<file path="config.mk">
export PLATFORM = sky130hd
export DESIGN_NAME = ir_cmd_queue
export DESIGN_NICKNAME = d
export VERILOG_FILES = /design/src/rtl/ir_cmd_queue.sv
export SDC_FILE = /design/constraint.sdc
export NUM_CORES = 1
export LEC_CHECK = 0
export BUFFER_PORTS_ARGS = -buffer_cell sky130_fd_sc_hd__buf_2
export CORE_AREA = 2 2 49 69
export DETAILED_ROUTE_END_ITERATION = 10
export DIE_AREA = 0 0 51 71
export PLACE_DENSITY = 0.81
export SETUP_SLACK_MARGIN = 0.3
export SLEW_MARGIN = 40
export SYNTH_ARGS = -nofsm -noshare
export SYNTH_HDL_FRONTEND = slang
export SYNTH_SLANG_ARGS = --single-unit
export TNS_END_PERCENT = 30
</file>
<file path="constraint.sdc">
create_clock -name clk -period 3 [get_ports clk]
set_input_delay 0.3 -clock clk [delete_from_list [all_inputs] [get_ports clk]]
set_output_delay 0.3 -clock clk [all_outputs]
set_load 0.05 [all_outputs]
</file>
<file path="src/rtl/ir_cmd_queue.sv">
`default_nettype none
// +--------------------------------------------------------------------------+
// | Module      : ir_cmd_queue                                               |
// | Description : Conditions raw IR key codes into a legal snake direction   |
// |               queue, popped on move ticks, plus a start pulse.           |
// |               Optional repeat suppression: define IR_CMD_HOLDOFF_EN.     |
// | Revision    : 1.0 - initial release                                      |
// +--------------------------------------------------------------------------+
module ir_cmd_queue #(
    parameter int         DEPTH     = 4,
    parameter int         HOLDOFF   = 2_500_000,
    parameter logic [7:0] KEY_UP    = 8'h18,
    parameter logic [7:0] KEY_DOWN  = 8'h52,
    parameter logic [7:0] KEY_LEFT  = 8'h08,
    parameter logic [7:0] KEY_RIGHT = 8'h5A,
    parameter logic [7:0] KEY_START = 8'h1C
) (
    input  logic       clk,
    input  logic       rst,
    input  logic [7:0] ir_data,
    input  logic       ir_dout_vld,
    input  logic       play_en,
    input  logic       move_tick,
    output logic [1:0] dir,
    output logic       dir_upd,
    output logic       start_pulse,
    output logic [3:0] q_level,
    output logic [7:0] drop_cnt
);
    localparam int c_ptr_w = $clog2(DEPTH);
    localparam int c_lvl_w = c_ptr_w + 1;

    logic [1:0]         r_fifo [DEPTH];
    logic [c_ptr_w-1:0] r_wr_ptr;
    logic [c_ptr_w-1:0] r_rd_ptr;
    logic [c_lvl_w-1:0] r_level;
    logic [1:0]         r_dir;
    logic               r_dir_upd;
    logic               r_start_pulse;
    logic [7:0]         r_drop_cnt;

    logic               w_vld;
    logic               w_is_dir;
    logic [1:0]         w_code;
    logic [1:0]         w_ref;
    logic [c_ptr_w-1:0] w_tail_ptr;
    logic               w_full;
    logic               w_pop;
    logic               w_push;
    logic               w_drop;
    logic               w_start;

`ifdef IR_CMD_HOLDOFF_EN
    localparam int c_tmr_w = $clog2(HOLDOFF + 1);

    logic [c_tmr_w-1:0] r_tmr;
    logic [7:0]         r_last_code;

    // A repeat is suppressed only while the window since the previous strobe is still open
    assign w_vld = ir_dout_vld && !((ir_data == r_last_code) && (r_tmr != '0));

    always_ff @(posedge clk) begin
        if (rst) begin
            r_tmr       <= '0;
            r_last_code <= 8'h00;
        end else if (ir_dout_vld) begin
            r_tmr       <= c_tmr_w'(HOLDOFF);
            r_last_code <= ir_data;
        end else if (r_tmr != '0) begin
            r_tmr <= r_tmr - c_tmr_w'(1);
        end
    end
`else
    logic w_unused_holdoff;

    assign w_vld            = ir_dout_vld;
    assign w_unused_holdoff = (HOLDOFF != 0);
`endif

    always_comb begin
        w_is_dir = 1'b1;
        w_code   = 2'b00;
        if (ir_data == KEY_UP)         w_code = 2'b00;
        else if (ir_data == KEY_DOWN)  w_code = 2'b01;
        else if (ir_data == KEY_LEFT)  w_code = 2'b10;
        else if (ir_data == KEY_RIGHT) w_code = 2'b11;
        else                           w_is_dir = 1'b0;
    end

    assign w_tail_ptr = r_wr_ptr - c_ptr_w'(1);
    assign w_ref      = (r_level != '0) ? r_fifo[w_tail_ptr] : r_dir;
    assign w_full     = (r_level == c_lvl_w'(DEPTH));
    assign w_pop      = move_tick && play_en && (r_level != '0);

    // Reverse pairs differ only in the LSB of the direction encoding
    assign w_push  = w_vld && w_is_dir && play_en &&
                     (w_code != w_ref) && (w_code != (w_ref ^ 2'b01)) &&
                     (!w_full || w_pop);
    assign w_drop  = w_vld && w_is_dir && play_en && !w_push;
    assign w_start = w_vld && (ir_data == KEY_START);

    always_ff @(posedge clk) begin
        if (w_push) begin
            r_fifo[r_wr_ptr] <= w_code;
        end
    end

    always_ff @(posedge clk) begin
        if (rst) begin
            r_wr_ptr      <= '0;
            r_rd_ptr      <= '0;
            r_level       <= '0;
            r_dir         <= 2'b11;
            r_dir_upd     <= 1'b0;
            r_start_pulse <= 1'b0;
            r_drop_cnt    <= 8'h00;
        end else begin
            r_dir_upd     <= w_pop;
            r_start_pulse <= w_start;
            if (w_pop) begin
                r_dir <= r_fifo[r_rd_ptr];
            end
            if (w_drop && (r_drop_cnt != 8'hFF)) begin
                r_drop_cnt <= r_drop_cnt + 8'd1;
            end
            // Leaving play or restarting discards any queued turns
            if (w_start || !play_en) begin
                r_wr_ptr <= '0;
                r_rd_ptr <= '0;
                r_level  <= '0;
            end else begin
                if (w_push) r_wr_ptr <= r_wr_ptr + c_ptr_w'(1);
                if (w_pop)  r_rd_ptr <= r_rd_ptr + c_ptr_w'(1);
                if (w_push && !w_pop)      r_level <= r_level + c_lvl_w'(1);
                else if (w_pop && !w_push) r_level <= r_level - c_lvl_w'(1);
            end
        end
    end

    assign dir         = r_dir;
    assign dir_upd     = r_dir_upd;
    assign start_pulse = r_start_pulse;
    assign q_level     = 4'(r_level);
    assign drop_cnt    = r_drop_cnt;

endmodule
`default_nettype wire

</file>
# Word level (Yosys, flattened, before mapping)
# Memories as Yosys holds them, arrays and structs flattened. A register that Yosys moved wholly into a read port is not among the register bits.
# Cells that the tools add are included.
# op_classes
n_eq_ne	9
add_sub_neg	6
reduce_logical	21
n_mux	13
bitwise	1
# ops
op	count
$eq A8 B5 Y1 const B	2
$eq A8 B7 Y1 const B	2
$logic_and A1 B1 Y1	12
$mux W2	5
$add A8 B1 Y8 const B	1
$eq A8 B4 Y1 const B	1
$ne A8 B8 Y1 const B	1
$mux W1	6
$mux W3	2
$add A2 B1 Y2 const B	2
$logic_not A1 Y1	4
$ne A2 B2 Y1	2
$add A3 B1 Y3 const B	1
$eq A3 B3 Y1 const B	1
$reduce_bool A3 Y1	1
$sub A3 B1 Y3 const B	1
$logic_or A1 B1 Y1	2
$reduce_bool A2 Y1	1
$reduce_or A2 Y1	1
$sub A2 B1 Y2 const B	1
$not A1 Y1	1
# totals
ff_bits	17
mem_bits_rw	8
mem_count	1
output_inout_bits	16
wordCells	57
inputBits	13
# memory_table
name	words	width	read_ports	rd_ports_with_merged_regs	wr	line_no	source
r_fifo	4	2	2	1	1	33	logic [1:0] r_fifo [DEPTH];

# Depth between registers and ports, before layout
# Gate-level depths: netlist of the first run.
# logic_depth
depth_word	14
mapped_depth	14
mapped_depth_nobuf	13

# Worst setup path before layout of the first run
# Ideal clock, no wire load.
# synth_timing
path_type	register -> register
from	register r_wr_ptr[0]
to	register r_level[2]
period_less_slack_ps	3016
stages_incl_launch_ff	15
arrival_ps	2894
path_buffers	1
path_slack_ps	-16
path_cell_list	dfxtp_1 -> inv_1 -> ha_1 -> mux4_2 -> mux2i_4 -> xor2_4 -> and3_2 -> buf_2 -> ha_1 -> inv_1 -> fa_1 -> xor2_1 -> nor2_1 -> xnor2_1 -> nor2_1
# synth_via
elab_chain_len	10
elab_cells_between_ends	14
classes_between	add/sub (1); eq/ne (2); mux (2); bitwise (1); reduce/logical (7); memory (1)
# synth_lines
item	line_no	source
start, declared	34	logic [c_ptr_w-1:0] r_wr_ptr;
start signal, assigned	132	if (w_push) r_wr_ptr <= r_wr_ptr + c_ptr_w'(1);
$sub A2 B1 Y2 *	90	assign w_tail_ptr = r_wr_ptr - c_ptr_w'(1);
named net w_tail_ptr[0]	46	logic [c_ptr_w-1:0] w_tail_ptr;
$mem_v2 Z4 W2 *	--	
$mux W2 *	91	assign w_ref = (r_level != '0) ? r_fifo[w_tail_ptr] : r_dir;
$ne A2 B2 Y1 / $not A1 Y1 (equally long branches)	--	
$logic_and A1 B1 Y1 / $ne A2 B2 Y1 (equally long branches)	96, 97	
$logic_and A1 B1 Y1 * (2 in series)	97	(w_code != w_ref) && (w_code != (w_ref ^ 2'b01)) &&
named net w_push	49	logic w_push;
$logic_not A1 Y1	135	else if (w_pop && !w_push) r_level <= r_level - c_lvl_w'(1);
$logic_and A1 B1 Y1	135	
$reduce_bool A2 Y1 (no source line)	--	
end signal, assigned	134	if (w_push && !w_pop) r_level <= r_level + c_lvl_w'(1);
end signal, assigned	135	
end, declared	36	logic [c_lvl_w-1:0] r_level;
# Mark *: on every way through the listed nets, which the timed path passes. The rest lies on a longest branch.
# A chain may end at the register's enable or synchronous reset.

# Final worst setup path of the first run
# layout_timing
from	register r_wr_ptr[0]
to	register r_level[2]
# layout_via
elab_chain_len	10
elab_cells_between_ends	14
classes_between	add/sub (1); eq/ne (2); mux (2); bitwise (1); reduce/logical (7); memory (1)
# layout_lines
item	line_no
$sub A2 B1 Y2 *	90
named net w_tail_ptr[0]	46
$mem_v2 Z4 W2 *	--
$mux W2 *	91
$ne A2 B2 Y1 / $not A1 Y1 (equally long branches)	--
$logic_and A1 B1 Y1 / $ne A2 B2 Y1 (equally long branches)	96, 97
$logic_and A1 B1 Y1 * (2 in series)	97
$logic_not A1 Y1	135
$logic_and A1 B1 Y1	135
$reduce_bool A2 Y1 (no source line)	--
# Marks and branches as above.

==> results of run 1 <==
[cells in the mapped netlist, drive strengths merged]
master	n
dfxtp	19
nor2	19
edfxtp	8
xnor2	8
ha	6
inv	6
nand3	6
a211oi	5
xor2	5
and2	4
mux2i	4
a211o	3
buf	3
mux4	3
nand2	3
nand4	3
nor2b	3
a2111oi	2
and3	2
or3	2
a21oi	1
conb	1
fa	1
mux2	1
nand3b	1
nor4	1
o21ai	1
or3b	1
or4	1
[final cells by class]
cell class | instances | area, µm² | share of cell area (%)
clock buffers | 4 | 45.04 | 2.689
inverters | 6 | 25.02 | 1.494
multi-input cells | 87 | 747.0 | 44.59
flip-flops and latches | 27 | 629.4 | 37.57
well taps | 39 | 48.80 | 2.913
repair buffers | 33 | 180.2 | 10.75
[state kept, by name, summed over array words and instances, names as in the netlist]
| signal | cells |
|---|---|
| start_pulse | 1 |
| r_rd_ptr | 2 |
| dir | 2 |
| r_level | 3 |
| drop_cnt | 8 |
| r_wr_ptr | 2 |
| dir_upd | 1 |
| r_fifo | 8 |
[kinds of logic after synthesis]
group	count (synthesis)	synth area share (%)
XOR/XNOR	13	9.637
AND/OR/NAND/NOR	46	17.09
multiplexers	8	9.545
adder cells (fa/ha/maj)	7	6.909
flip-flops	27	45.09
AO/OA/AOI/OAI	12	8.545
buffers and inverters	9	2.909
other	1	0.2725
[power breakdown]
part | internal [mW] | leakage (nW) | switching [mW]
clock network | 0.0949 | 0.0228 | 0.103
registers | 0.372 | 0.238 | 0.000281
logic | 0.0105 | 0.394 | 0.0182
[layer usage]
metal / up-vias / routed length, µm / GRT usage, %
li1: 503 / - / -
met1: 500 / 1097 / 16.28
met2: 25 / 1672 / 35.21
met3: 9 / 79 / 2.532
met4: 0 / 92 / 8.709
met5: - / 0 / 0
[worst paths after layout]
| check | start | endpoint | slack, ns | cells after the start |
|---|---|---|---|---|
| worst max register to register | r_wr_ptr[0]$_SDFFE_PP0P_ | r_level[2]$_SDFFE_PP0P_ | 0.24 | 13 |
| worst min register to register | dir[0]$_SDFFE_PP1P_ | dir[0]$_SDFFE_PP1P_ | 0.48 | 1 |
| worst max-delay path | r_wr_ptr[0]$_SDFFE_PP0P_ | r_level[2]$_SDFFE_PP0P_ | 0.24 | 13 |
| worst min-delay path | ir_data[4] | start_pulse$_SDFF_PP0_ | 0.35 | 3 |
[repair_timing]
action / CTS / global route
gates cloned: 0 / 0
gates resized for setup: 2 / 0
pin swaps: 4 / 0
endpoints found under the setup margin: 2 / 2
buffers inserted: 5 / 1
[worst max-delay path: stages, from the launching register on]
cell and delay (ns):
sky130_fd_sc_hd__dfxtp_4 0.39, sky130_fd_sc_hd__inv_4 0.05, sky130_fd_sc_hd__ha_4 0.26, sky130_fd_sc_hd__mux4_2 0.31, sky130_fd_sc_hd__mux2i_4 0.24, sky130_fd_sc_hd__xor2_4 0.20
sky130_fd_sc_hd__and3_4 0.23, sky130_fd_sc_hd__ha_4 0.14, sky130_fd_sc_hd__inv_2 0.04, sky130_fd_sc_hd__fa_2 0.35, sky130_fd_sc_hd__xor2_1 0.15, sky130_fd_sc_hd__nor2_1 0.11
sky130_fd_sc_hd__xnor2_1 0.12, sky130_fd_sc_hd__nor2_1 0.05
==> results.txt, run 1 <==
----------------------------------------------------
[STA]
  Final setup fails ... 0
  Setup tns final ... 0 ns
  Final number of max-transition violations ... 0
  Hold_ws ... 0.3492 ns
  Min Tclk post-route ... 2.759 ns
  Crit share post-route ... 91.96%
  Least setup slack across all paths after layout ... 0.2411 ns
  Measured slew at the worst slew-check pin ... 0.4999 ns
  Worst slew margin ... 66.45%
  Number of hold-slack violations in the final timing report ... 0
  Maximum clock skew at final layout ... 0.001746 ns
  Achievable frequency ... 362.5 MHz
  RSZ-0062 raised after global routing ... true

[Worst setup path]
  Critical Path RT ... 3.15 ns
  Maximum net fanout on the critical path ... 4
  Critical path endpoint category ... flip-flop
  Class of the most critical setup path ... reg -> reg
  Startpoint class of the critical path ... flip-flop
  CP Data Arrival Time ... 2.91 ns

[Layout]
  Final-layout fill cell count ... 262
  Post-route cell area ... 1675 µm²
  Commonest non-fill, non-tap cells in the layout ... sky130_fd_sc_hd__buf_2, sky130_fd_sc_hd__nor2_1, sky130_fd_sc_hd__dfxtp_1
  Core utilization of the finished layout ... 55.24%
  P&R area growth vs syn ... 21.73%
  Antenna cell count ... 0
  Leading cell type in the layout, fill and taps excluded ... sky130_fd_sc_hd__buf_2
  Final Non-Filler Cells ... 196
  Net count, final ... 178
  Fraction of layout cells with a size suffix above 1 ... 36.94%

[Routing]
  Number of nets with antenna violations after routing ... 0
  Vias per cell ... 5.291
  Total Wirelength ... 2941 µm
  Number of detailed-route iterations in the first pass ... 4
  Number of design-rule violations left by the first detailed-router iteration ... 17
  Number of design rule violations left after detail routing ... 0
  Average wire length per cell after detail routing ... 15.01 µm
  Vias ... 1037

[Floorplan]
  Area of the core region ... 3033 µm²
  Std-Cell Rows ... 24
  I/O pin count ... 29
  Starting Density ... 45.38%
  Overall die height ... 71 µm
  Overall die area ... 3621 µm²
  Horizontal extent of the die ... 51 µm

[Placement]
  Post-Place Cells ... 186
  Post-placement cell area ... 1583 µm²
  Gpl congestion ... 0.7877
  Post-placement setup slack ... 0.01340 ns
  HPWL Detailed ... 2312 µm
  Count of input and output buffers ... 27

[Global route]
  Overall fraction of global-route tracks in use ... 17.59%
  Global-route wire length before repair ... 4733 µm
  Overall overflow remaining after global route ... 0
  Number of antenna violations at the first check in global routing ... 0
  Number of global-route vias before repair ... 1042
  Pin count of the biggest net entering global routing ... 15

[Synth]
  Cell area after synthesis ... 1376 µm²
  Post-synthesis net count ... 143
  Yosys Warn Count ... 0
  Number of instances in the synthesized netlist ... 123
  Number of storage elements in the synthesis netlist ... 27
  Number of unique standard cell types used by synthesis ... 35
  Largest area contributor in the netlist ... sky130_fd_sc_hd__dfxtp_1
  Biggest area contributors in the synthesized netlist ... sky130_fd_sc_hd__dfxtp_1, sky130_fd_sc_hd__edfxtp_1, sky130_fd_sc_hd__ha_1, sky130_fd_sc_hd__nor2_1, sky130_fd_sc_hd__xnor2_1
  Mean cell area of the mapped netlist ... 11.19 µm²
  Sequential cell area fraction in the yosys report ... 45.09%
  Top-area cell type share of the netlist area ... 27.64%

[Clock tree]
  Number of clock sinks ... 27
  Clock tree from TritonCTS ... yes
  Count of hold buffers inserted by post-cts repair ... 0
  CTS clock-pin slew for the worst setup and hold paths ... 0.08 ns
  Number of buffers on the longest clock path ... 2
  Insertion delay to the later sink of the worst-skew pair ... 0.26 ns
  Number of buffers created by CTS ... 3
  H-Tree Depth ... 1
  Root buffer selected by CTS ... sky130_fd_sc_hd__clkbuf_8

[Power]
  Post-layout total power ... 599.6 µW
  Ratio of total power to cell area ... 357.9 nW/µm²
  Static Leakage ... 0.6550 nW
  Maximum VDD drop ... 207.0 µV

[Run status]
  Status ... finished clean

[Hold path]
  Classification of the worst-slack hold path ... in -> reg

[Job]
  Number of violations of the max-capacitance limit ... 0

----------------------------------------------------
(Power assumes the default switching activity.)
==> run 2, diff against run 1 <==
--- a/config.mk
+++ b/config.mk
@@ -6,10 +6,12 @@
 export NUM_CORES = 1
 export LEC_CHECK = 0
 export BUFFER_PORTS_ARGS = -buffer_cell sky130_fd_sc_hd__buf_2
-export CORE_AREA = 2 2 49 69
+export CORE_AREA = 2 2 48 68
+export CTS_BUF_LIST = sky130_fd_sc_hd__clkbuf_8
 export DETAILED_ROUTE_END_ITERATION = 10
-export DIE_AREA = 0 0 51 71
-export PLACE_DENSITY = 0.81
+export DIE_AREA = 0 0 50 70
+export PLACE_DENSITY = 0.84
+export RECOVER_POWER = 50
 export SETUP_SLACK_MARGIN = 0.3
 export SLEW_MARGIN = 40
 export SYNTH_ARGS = -nofsm -noshare
==> results.txt, run 2 (synthesis results as in run 1) <==
----------------------------------------------------
[Run status]
  Status ... finished clean

[Power]
  Relative contribution of the clock network to total power ... 33.0%
  Static Leakage ... 0.6041 nW
  Portion of total power attributed to sequential cells ... 62.4%
  Switching portion of total power ... 20.68%
  Ratio of total power to cell area ... 360.5 nW/µm²
  Internal power ... 474.0 µW
  Maximum VDD drop ... 232.1 µV
  Proportion of power drawn by combinational gates ... 4.7%
  P_sw ... 123.6 µW

[STA]
  Achievable frequency ... 365.1 MHz
  Worst slew margin ... 59.76%
  Crit share post-route ... 91.30%
  RSZ-0062 raised after global routing ... true
  Min Tclk post-route ... 2.739 ns
  Final setup fails ... 0
  Number of hold-slack violations in the final timing report ... 0
  Measured slew at the worst slew-check pin ... 0.6062 ns
  Setup tns final ... 0 ns
  Final number of max-transition violations ... 0
  Maximum clock skew at final layout ... 0.003202 ns

[Routing]
  Average wire length per cell after detail routing ... 15.11 µm
  Number of design rule violations left after detail routing ... 0
  Number of detailed-route iterations in the first pass ... 4
  Total Wirelength ... 2991 µm
  Number of nets with antenna violations after routing ... 0
  Number of design-rule violations left by the first detailed-router iteration ... 20
  Vias per cell ... 5.434
  Vias ... 1076

[Global route]
  Global-route wire length before repair ... 4926 µm
  Number of global-route vias before repair ... 1114
  Overall overflow remaining after global route ... 0
  Number of antenna violations at the first check in global routing ... 0
  Overall fraction of global-route tracks in use ... 18.16%
  Pin count of the biggest net entering global routing ... 15

[Clock tree]
  Insertion delay to the later sink of the worst-skew pair ... 0.26 ns
  Number of buffers created by CTS ... 3
  Number of buffers on the longest clock path ... 2
  Number of clock sinks ... 27
  Clock tree from TritonCTS ... yes
  CTS clock-pin slew for the worst setup and hold paths ... 0.09 ns
  Root buffer selected by CTS ... sky130_fd_sc_hd__clkbuf_8
  H-Tree Depth ... 1

[Floorplan]
  Overall die area ... 3500 µm²
  Area of the core region ... 2973 µm²
  Horizontal extent of the die ... 50 µm
  Starting Density ... 46.30%
  Std-Cell Rows ... 24
  Overall die height ... 70 µm
  I/O pin count ... 29

[Worst setup path]
  CP Data Arrival Time ... 2.89 ns
  Top delay family on crit path ... adder cells
  CP max stage cell ... sky130_fd_sc_hd__dfxtp_4
  Count of buffer and inverter cells on the critical path ... 2
  Critical path endpoint category ... flip-flop
  Startpoint class of the critical path ... flip-flop
  Critical Path RT ... 3.15 ns
  Maximum net fanout on the critical path ... 3
  Sequence of cells on the critical path ... inv_4 > ha_4 > mux4_2 > mux2i_4 > xor2_4 > and3_4 > ha_4 > inv_2 > fa_2 > xor2_1 > nor2_1 > xnor2_1 > nor2_1
  Class of the most critical setup path ... reg -> reg
  Delay contributed by the slowest stage of the critical path ... 0.39 ns

[Layout]
  Final-layout fill cell count ... 261
  Leading cell type in the layout, fill and taps excluded ... sky130_fd_sc_hd__nor2_1
  Net count, final ... 180
  Core utilization of the finished layout ... 55.77%
  Fraction of layout cells with a size suffix above 1 ... 26.42%
  Commonest non-fill, non-tap cells in the layout ... sky130_fd_sc_hd__nor2_1, sky130_fd_sc_hd__clkbuf_1, sky130_fd_sc_hd__dfxtp_1
  Antenna cell count ... 0
  P&R area growth vs syn ... 20.45%

[Placement]
  Count of input and output buffers ... 27
  Gpl congestion ... 0.7684
  HPWL Detailed ... 2271 µm

[Hold path]
  Classification of the worst-slack hold path ... in -> reg

[Job]
  Number of violations of the max-capacitance limit ... 0

----------------------------------------------------
## run 2: routing by layer
metal	vias to the layer above	part of all wire, %	GRT usage [%]
li1	502	-	-
met1	534	33	16.48
met5	-	0	0
met3	12	3.6	3.205
met2	28	59	36.26
met4	0	3.6	8.642
## run 2: worst min-delay path: stages
cell,delay (ns)
sky130_fd_sc_hd__buf_2,0.12
sky130_fd_sc_hd__nand4_1,0.09
sky130_fd_sc_hd__nor2_1,0.05
## run 2: path summary, 6_finish.rpt
check / start / endpoint / slack, ns / cells after the start
setup / recovery: r_wr_ptr[0]$_SDFFE_PP0P_ / r_level[2]$_SDFFE_PP0P_ / 0.26 / 13
hold / removal: ir_data[4] / start_pulse$_SDFF_PP0_ / 0.34 / 3
setup reg to reg: r_wr_ptr[0]$_SDFFE_PP0P_ / r_level[2]$_SDFFE_PP0P_ / 0.26 / 13
hold reg to reg: dir[0]$_SDFFE_PP1P_ / dir[0]$_SDFFE_PP1P_ / 0.47 / 1
## run 2: final cells by class
type	count	area, µm²	share of cell area (%)
multi-input combinational	87	735.7	44.38
sequential	27	628.1	37.89
timing repair buffer	35	175.2	10.57
tap	39	48.80	2.943
clock buffer	3	41.29	2.491
inverter	6	25.02	1.509
clock inverter	1	3.754	0.2264
## run 2: per-stage QoR
step | instances | setup WS, ns | power, mW | hold WS, ns | cell area (µm²)
6_report | 198 | 0.2609 | 0.5976 | 0.3422 | 1658
5_1_grt | 198 | 0.1839 | 0.6178 | 0.3397 | 1658
4_1_cts | 196 | 0.2752 | 0.6002 | 0.3339 | 1675
3_5_place_dp | 186 | 0.06186 | 0.4086 | 0.4527 | 1583
3_3_place_gp | 186 | 0.1432 | 0.4072 | 0.4510 | 1583
2_1_floorplan | 123 | 0.2107 | 0.3960 | 0.3944 | 1423
## run 2: what timing repair did
| item | in CTS | in global routing |
|---|---|---|
| hold endpoints to repair | 0 | 0 |
| setup endpoints to repair | 2 | 1 |
| buffers inserted | 6 | 2 |
| pin swaps | 6 | 7 |
| resized for setup | 2 | 0 |
| hold buffers | 0 | 0 |
## run 2: power groups by stage
stage	registers [mW]	logic, mW	clock network [mW]
final	0.373	0.0279	0.197
after global routing	0.373	0.0298	0.215
after CTS	0.373	0.0280	0.200
after detailed placement	0.381	0.0274	0
after global placement	0.381	0.0260	0
after floorplan	0.382	0.0143	0
==> run 3, diff against run 2 <==
--- a/config.mk
+++ b/config.mk
@@ -10,7 +10,7 @@
 export CTS_BUF_LIST = sky130_fd_sc_hd__clkbuf_8
 export DETAILED_ROUTE_END_ITERATION = 10
 export DIE_AREA = 0 0 50 70
-export PLACE_DENSITY = 0.84
+export PLACE_DENSITY = 0.74
 export RECOVER_POWER = 50
 export SETUP_SLACK_MARGIN = 0.3
 export SLEW_MARGIN = 40
==> results.txt, run 3 (synthesis results as in run 1) <==
----------------------------------------------------
[Layout]
  Post-route cell area ... 1647 µm²
  Net count, final ... 179
  Fraction of layout cells with a size suffix above 1 ... 24.68%
  Storage element area ... 628.1 µm²
  Final Non-Filler Cells ... 197
  Core utilization of the finished layout ... 55.39%
  Commonest non-fill, non-tap cells in the layout ... sky130_fd_sc_hd__nor2_1, sky130_fd_sc_hd__clkbuf_1, sky130_fd_sc_hd__dfxtp_1
  P&R area growth vs syn ... 19.64%
  Antenna cell count ... 0
  Final-layout fill cell count ... 263
  Multi-input gate area in the final layout ... 735.7 µm²
  Leading cell type in the layout, fill and taps excluded ... sky130_fd_sc_hd__nor2_1

[STA]
  Final number of max-transition violations ... 0
  Final setup fails ... 0
  RSZ-0062 raised after global routing ... true
  Maximum clock skew at final layout ... 0.004660 ns
  Worst slew margin ... 59.63%
  Crit share post-route ... 89.03%
  Hold_ws ... 0.3354 ns
  Least setup slack across all paths after layout ... 0.3292 ns
  Achievable frequency ... 374.4 MHz
  Number of hold-slack violations in the final timing report ... 0
  Measured slew at the worst slew-check pin ... 0.6082 ns
  Min Tclk post-route ... 2.671 ns
  Setup tns final ... 0 ns

[Clock tree]
  Number of buffers created by CTS ... 3
  CTS clock-pin slew for the worst setup and hold paths ... 0.09 ns
  H-Tree Depth ... 1
  Insertion delay to the later sink of the worst-skew pair ... 0.27 ns
  Root buffer selected by CTS ... sky130_fd_sc_hd__clkbuf_8
  Clock tree from TritonCTS ... yes
  Number of clock sinks ... 27
  Cells resized by post-CTS repair ... 0
  Number of buffers on the longest clock path ... 2

[Floorplan]
  Horizontal extent of the die ... 50 µm
  Std-Cell Rows ... 24
  I/O pin count ... 29
  Starting Density ... 46.30%
  Area of the core region ... 2973 µm²
  Overall die area ... 3500 µm²
  Overall die height ... 70 µm

[Global route]
  Number of global-route vias before repair ... 1067
  Global-route wire length before repair ... 4588 µm
  Overall fraction of global-route tracks in use ... 17.18%
  Overall overflow remaining after global route ... 0
  Number of antenna violations at the first check in global routing ... 0
  Pin count of the biggest net entering global routing ... 15

[Routing]
  Total Wirelength ... 2745 µm
  Number of design-rule violations left by the first detailed-router iteration ... 17
  Number of nets with antenna violations after routing ... 0
  Average wire length per cell after detail routing ... 13.93 µm
  Number of detailed-route iterations in the first pass ... 4
  Vias per cell ... 5.147
  Number of design rule violations left after detail routing ... 0
  Vias ... 1014

[Worst setup path]
  Sequence of cells on the critical path ... inv_2 > ha_4 > mux4_2 > mux2i_4 > xor2_4 > and3_4 > ha_4 > inv_1 > fa_2 > xor2_1 > nor2_1 > xnor2_1 > nor2_1
  Startpoint class of the critical path ... flip-flop
  Count of buffer and inverter cells on the critical path ... 2
  CP Data Arrival Time ... 2.83 ns
  CP max stage cell ... sky130_fd_sc_hd__dfxtp_4
  Maximum net fanout on the critical path ... 3
  Critical Path RT ... 3.16 ns
  Top delay family on crit path ... adder cells
  Delay contributed by the slowest stage of the critical path ... 0.38 ns
  Class of the most critical setup path ... reg -> reg
  Critical path endpoint category ... flip-flop

[Run status]
  Status ... finished clean

[Power]
  Post-layout total power ... 603.6 µW
  Maximum VDD drop ... 285.4 µV
  Ratio of total power to cell area ... 366.6 nW/µm²
  Static Leakage ... 0.5948 nW

[Placement]
  Post-placement setup slack ... 0.08016 ns
  Post-Place Cells ... 186
  Count of input and output buffers ... 27
  Gpl congestion ... 0.7257
  HPWL Detailed ... 2121 µm
  Post-placement cell area ... 1583 µm²

[Job]
  Number of violations of the max-capacitance limit ... 0

[Hold path]
  Classification of the worst-slack hold path ... in -> reg

----------------------------------------------------
## run 3: cell types whose count changed in the layout (fill, tap and decap cells not counted), sizes merged
cell and delta:
buf -2, clkbuf +1
## run 3: what timing repair did
| item | CTS | global route |
|---|---|---|
| setup endpoints to repair | 2 | 1 |
| pin swaps | 1 | 3 |
| gates cloned | 0 | 0 |
| hold endpoints to repair | 0 | 0 |
| buffers inserted | 4 | 3 |
| hold buffers | 0 | 0 |
## run 3: metal layers
layer	vias to the layer above	routed length, µm	global-route usage, %
met5	-	0	0
li1	508	-	-
met2	13	1580	33.04
met4	0	29	8.333
met1	489	1071	17.43
met3	4	64	1.923
## run 3: layout make-up
cell class,instances,share of cell area (%)
tap,39,2.964
inverter,6,1.368
multi-input combinational,87,44.68
timing repair buffer,34,10.11
sequential,27,38.15
clock buffer,3,2.508
clock inverter,1,0.2280
## run 3: worst paths after layout
| check | from | to | slack (ns) | cells after the start |
|---|---|---|---|---|
| worst max-delay path | r_wr_ptr[0]$_SDFFE_PP0P_ | r_level[2]$_SDFFE_PP0P_ | 0.33 | 13 |
| worst min-delay path | ir_data[4] | start_pulse$_SDFF_PP0_ | 0.34 | 3 |
| worst max register to register | r_wr_ptr[0]$_SDFFE_PP0P_ | r_level[2]$_SDFFE_PP0P_ | 0.33 | 13 |
| worst min register to register | dir[0]$_SDFFE_PP1P_ | dir[0]$_SDFFE_PP1P_ | 0.48 | 1 |
## run 3: power by group
part	internal (mW)	switching, mW	leakage, nW
sequential	0.372	0.000276	0.238
combinational	0.00989	0.0172	0.330
clock	0.0918	0.112	0.0269
total	0.474	0.130	0.595
## run 3: worst reg2reg max path, stage by stage, from the launching register on
cell and delay, ns:
sky130_fd_sc_hd__dfxtp_4 0.38, sky130_fd_sc_hd__inv_2 0.05, sky130_fd_sc_hd__ha_4 0.27, sky130_fd_sc_hd__mux4_2 0.32
sky130_fd_sc_hd__mux2i_4 0.23, sky130_fd_sc_hd__xor2_4 0.17, sky130_fd_sc_hd__and3_4 0.22, sky130_fd_sc_hd__ha_4 0.13
sky130_fd_sc_hd__inv_1 0.05, sky130_fd_sc_hd__fa_2 0.33, sky130_fd_sc_hd__xor2_1 0.14, sky130_fd_sc_hd__nor2_1 0.11
sky130_fd_sc_hd__xnor2_1 0.12, sky130_fd_sc_hd__nor2_1 0.05
